[src/rtl/uart_arb_pkg.sv]
// Shared types and helpers for the uart transmit arbiter.
// Optional START timeout is enabled by defining UART_ARB_TIMEOUT_EN.
package uart_arb_pkg;

    localparam int unsigned ID_W = 3;

    typedef enum logic [1:0] {
        IDLE  = 2'd0,
        START = 2'd1,
        BUSY  = 2'd2
    } arb_state_e;

    // Width of a counter that has to hold values 0 .. cycles-1
    function automatic int unsigned cnt_width(input int unsigned cycles);
        return (cycles < 2) ? 1 : $clog2(cycles);
    endfunction

endpackage

[src/rtl/uart_arb_rr_pick.sv]
// Round-robin picker: first set request after the last served index, wrapping.
module uart_arb_rr_pick
    import uart_arb_pkg::*;
#(
    parameter int unsigned NUM_REQ = 4
) (
    input  logic [NUM_REQ-1:0] req,
    input  logic [ID_W-1:0]    last,
    output logic               valid_c,
    output logic [ID_W-1:0]    idx_c
);

    localparam int unsigned IW = (NUM_REQ < 2) ? 1 : $clog2(NUM_REQ);

    // Scan last+1, last+2, ... and keep the first hit
    always_comb begin
        int unsigned cand;
        valid_c = 1'b0;
        idx_c   = '0;
        cand    = 0;
        for (int unsigned k = 1; k <= NUM_REQ; k++) begin
            cand = (32'(last) + k) % NUM_REQ;
            if (!valid_c && req[IW'(cand)]) begin
                valid_c = 1'b1;
                idx_c   = ID_W'(cand);
            end
        end
    end

endmodule

[src/rtl/uart_tx_arbiter.sv]
// Round-robin sharing of one uart transmitter among NUM_REQ byte requesters.
// One byte in flight at a time; define UART_ARB_TIMEOUT_EN to abort a START
// that never sees is_transmitting within TIMEOUT_CYCLES.
module uart_tx_arbiter
    import uart_arb_pkg::*;
#(
    parameter int unsigned NUM_REQ        = 4,
    parameter int unsigned TIMEOUT_CYCLES = 16
) (
    input  logic                 clk,
    input  logic                 rst_n,
    input  logic [NUM_REQ-1:0]   req,
    input  logic [8*NUM_REQ-1:0] req_byte,
    output logic [NUM_REQ-1:0]   grant,
    output logic                 done,
    output logic                 busy,
    output logic [ID_W-1:0]      busy_id,
    output logic                 transmit,
    output logic [7:0]           tx_byte,
    input  logic                 is_transmitting,
    output logic                 error
);

    arb_state_e           state, state_d;
    logic [ID_W-1:0]      last, last_d;
    logic [NUM_REQ-1:0]   grant_d;
    logic                 done_d, busy_d, transmit_d;
    logic [ID_W-1:0]      busy_id_d;
    logic [7:0]           tx_byte_d;
    logic                 pick_valid;
    logic [ID_W-1:0]      pick_idx;

`ifdef UART_ARB_TIMEOUT_EN
    localparam int unsigned CNT_W = cnt_width(TIMEOUT_CYCLES);
    logic [CNT_W-1:0]     cnt, cnt_d;
    logic                 error_q, error_d;
    assign error = error_q;
`else
    assign error = 1'b0;
`endif

    uart_arb_rr_pick #(
        .NUM_REQ (NUM_REQ)
    ) u_pick (
        .req     (req),
        .last    (last),
        .valid_c (pick_valid),
        .idx_c   (pick_idx)
    );

    // Next-state and next-output logic
    always_comb begin
        state_d    = state;
        last_d     = last;
        grant_d    = '0;
        done_d     = 1'b0;
        busy_d     = busy;
        busy_id_d  = busy_id;
        transmit_d = transmit;
        tx_byte_d  = tx_byte;
`ifdef UART_ARB_TIMEOUT_EN
        cnt_d      = '0;
        error_d    = 1'b0;
`endif
        case (state)
            IDLE: begin
                // A byte still draining on the line blocks new grants
                if (pick_valid && !is_transmitting) begin
                    for (int unsigned i = 0; i < NUM_REQ; i++) begin
                        if (pick_idx == ID_W'(i)) begin
                            grant_d[i] = 1'b1;
                            tx_byte_d  = req_byte[8*i +: 8];
                        end
                    end
                    transmit_d = 1'b1;
                    busy_d     = 1'b1;
                    busy_id_d  = pick_idx;
                    last_d     = pick_idx;
                    state_d    = START;
                end
            end
            START: begin
                if (is_transmitting) begin
                    transmit_d = 1'b0;
                    state_d    = BUSY;
                end
`ifdef UART_ARB_TIMEOUT_EN
                else if (cnt == CNT_W'(TIMEOUT_CYCLES - 1)) begin
                    transmit_d = 1'b0;
                    busy_d     = 1'b0;
                    error_d    = 1'b1;
                    state_d    = IDLE;
                end else begin
                    cnt_d = cnt + 1'b1;
                end
`endif
            end
            BUSY: begin
                if (!is_transmitting) begin
                    done_d  = 1'b1;
                    busy_d  = 1'b0;
                    state_d = IDLE;
                end
            end
            default: state_d = IDLE;
        endcase
    end

    // State and output registers, synchronous active-low reset
    always_ff @(posedge clk) begin
        if (!rst_n) begin
            state    <= IDLE;
            last     <= ID_W'(NUM_REQ - 1);
            grant    <= '0;
            done     <= 1'b0;
            busy     <= 1'b0;
            busy_id  <= '0;
            transmit <= 1'b0;
            tx_byte  <= '0;
`ifdef UART_ARB_TIMEOUT_EN
            cnt      <= '0;
            error_q  <= 1'b0;
`endif
        end else begin
            state    <= state_d;
            last     <= last_d;
            grant    <= grant_d;
            done     <= done_d;
            busy     <= busy_d;
            busy_id  <= busy_id_d;
            transmit <= transmit_d;
            tx_byte  <= tx_byte_d;
`ifdef UART_ARB_TIMEOUT_EN
            cnt      <= cnt_d;
            error_q  <= error_d;
`endif
        end
    end

endmodule

[config.mk]
export PLATFORM = sky130hd
export DESIGN_NAME = uart_tx_arbiter
export DESIGN_NICKNAME = d
export VERILOG_FILES = /design/src/rtl/uart_arb_pkg.sv /design/src/rtl/uart_arb_rr_pick.sv /design/src/rtl/uart_tx_arbiter.sv
export SDC_FILE = /design/constraint.sdc
export NUM_CORES = 1
export LEC_CHECK = 0
export ABC_AREA = 1
export CORE_AREA = 2 2 66 68
export CTS_CLUSTER_SIZE = 40
export DETAILED_ROUTE_END_ITERATION = 12
export DIE_AREA = 0 0 68 70
export PLACE_DENSITY = 0.63
export SLEW_MARGIN = 25
export SYNTH_ARGS = -nofsm -noshare
export SYNTH_HDL_FRONTEND = slang
export SYNTH_SLANG_ARGS = --single-unit
export TNS_END_PERCENT = 10
[constraint.sdc]
create_clock -name clk -period 2.3 [get_ports clk]
set_input_delay 0.345 -clock clk [delete_from_list [all_inputs] [get_ports clk]]
set_output_delay 0.345 -clock clk [all_outputs]
set_load 0.02 [all_outputs]
==> results.sh <==
export IMPL_status="complete, no violations"
export IMPL_initial_utilization_pct=33.0
export IMPL_vias_per_cell=4.48
export IMPL_ys_seq_area_share_pct=30.7
export IMPL_tns_ns=0
export IMPL_final_common_cell="nand2_1"
export IMPL_grt_pass1_vias=1407
export IMPL_netlist_instances=225
export IMPL_grt_max_degree=21
export IMPL_cts_num_sinks=21
export IMPL_grt_first_pass_wirelength_um=5940
export IMPL_h_tree_depth=1
export IMPL_worst_slack_ns=0.271
export IMPL_setup_violations=0
export IMPL_ys_warn_count=0
export IMPL_post_route_period_util_pct=88.2
export IMPL_ys_types=26
export IMPL_crit_type="in -> reg"
export IMPL_synth_seq_cells=21
export IMPL_end_kind="flip-flop"
export IMPL_drt_first_pass_iters=5
export IMPL_cap_violations=0
export IMPL_drt_iter0_drc=92
export IMPL_synth_area_mm2=0.00137
export IMPL_cts_root_buf="clkbuf_8"
export IMPL_routedWlPerCell_um=10.3
export IMPL_drive_above_1_share_pct=11.9
export IMPL_port_buffers=55
export IMPL_cp_required_ns=2.44
export IMPL_cts_tree="built"
export IMPL_die_w_um=68
export IMPL_skew_ns=0.0109
export IMPL_ant_nets=0
export IMPL_preCtsSetupSlack_ns=-0.00403
export IMPL_drt_total_wl_um=3470
export IMPL_die_h_um=70
export IMPL_synth_area_top_cells="dfxtp_1 (31%), nand2_1 (18%), inv_1 (10%)"
export IMPL_design_core_area_mm2=0.00414
export IMPL_diodes=0
export IMPL_die_area_mm2=0.00476
export IMPL_overflow=0
export IMPL_postSynthAreaPerCell_um2=6.08
export IMPL_rsz0062_at_grt="no"
export IMPL_period_minus_slack_ns=2.03
export IMPL_cts_buffers=3
export IMPL_synth_top_area_share_pct=30.7
export IMPL_worst_path_max_fanout=7
export IMPL_area_growth_pct=50.2
export IMPL_fmax_ghz=0.493
export IMPL_num_io_pins=58
export IMPL_synth_top_area_cell="dfxtp_1"
export IMPL_irDropWorstVdd_mv=0.468
export IMPL_cts_buffer_depth=2
export IMPL_drv_slew=0
export IMPL_finalHoldViolCount=0
export IMPL_final_cell_mix="nand2_1 (65), clkdlybuf4s50_1 (55), inv_1 (38)"
export IMPL_antenna_found_initial=0
export IMPL_hold_path_class="reg -> reg"
export IMPL_synth_enable_flop_cells=0
export IMPL_post_route_drc_count=0
export IMPL_gp_congestion=0.860
export IMPL_p_leak_uw=0.00101
export IMPL_clkTransAtPathRegs_ns=0.09
export IMPL_hpwl_um=2730
export IMPL_setup_worst_path_start_class="primary input"
export IMPL_power_density_mw_per_mm2=1150
export IMPL_insertion_delay_ns=0.26
export IMPL_num_vias=1511
export IMPL_rows=24
export IMPL_synthFlopType="dfxtp_1"
export IMPL_worstPathArrival_ns=2.17
export IMPL_final_net_count=325
export IMPL_synthArstFlopShare_pct=0
export IMPL_grt_usage_pct=15.9
==> area by class of cell <==
cell class	count	area [µm²]
Clock buffer	3	41.3
Fill cell	418	2090
Timing Repair Buffer	64	631
Tap cell	52	65.1
Sequential cell	21	423
Multi-Input combinational cell	155	734
Inverter	41	156
Clock inverter	1	5.00
==> registers in the layout, indices dropped and copies added (netlist names) <==
register / count
tx_byte: 8
grant: 4
busy_id: 2
last: 2
state: 2
busy: 1
done: 1
transmit: 1
==> kinds of logic after synthesis <==
group,after synthesis,share of synthesized area [%]
buf+inv,50,15.9
simple gates,117,38.8
compound gates,36,14.3
other cells,1,0.274
flops,21,30.7
==> critical path: stages <==
cell	delay, ns
clkdlybuf4s50_1	0.51
nand2_1	0.06
nand2_1	0.10
nand2_2	0.08
buf_4	0.14
nand4_1	0.08
nand3_1	0.11
nor2_4	0.24
buf_4	0.15
nand3_1	0.07
nand3_1	0.09
nand2_1	0.06
nand2_1	0.07
a21oi_1	0.06
==> synth_stat cells (3+ instances only) <==
master / n
a21oi_1: 12
buf_2: 4
dfxtp_1: 21
inv_1: 38
nand2_1: 65
nand2_2: 9
nand3_1: 25
nand4_1: 3
nor2_1: 8
nor2_2: 3
o21ai_0: 13
o21ai_1: 5
==> final timing paths <==
check	startpoint	endpoint	slack, ns	cells after the start
min	busy	busy	0.46	2
max reg2reg	last[0]	tx_byte[5]	0.33	14
min reg2reg	busy	busy	0.46	2
max	req[3]	tx_byte[5]	0.27	14
==> repair_timing <==
action                     CTS  global route
hold buffers                 0             0
gates resized for setup      0             2
setup endpoints to repair    0             1
setup buffers                0             2
==> where the power goes <==
group          total [µW]  switching (µW)  internal (µW)
clock                 247             126            121
combinational        1580             918            664
sequential            529            63.3            466
total                2360            1110           1250
==> per-layer routing <==
layer	track usage, %	part of all wire (%)	vias to the layer above
met4	3.56	0.95	0
met3	4.35	6.7	4
met2	24.8	43	48
met5	0	0	-
met1	21.8	49	638
li1	-	-	821
==> stage by stage <==
step | utilization (%) | power [µW] | cells | cell area, µm² | hold WS [ns]
4_1_cts | 49.2 | 2350 | 335 | 2040 | 0.470
2_1_floorplan | - | 1580 | 226 | 1370 | 0.444
6_report | 49.6 | 2360 | 337 | 2060 | 0.465
3_3_place_gp | 48.1 | 2090 | 331 | 1990 | 0.458
3_5_place_dp | 48.1 | 2090 | 331 | 1990 | 0.457
5_1_grt | 49.6 | 2590 | 337 | 2060 | 0.489
No activity file was read; power rests on OpenSTA's default activity.
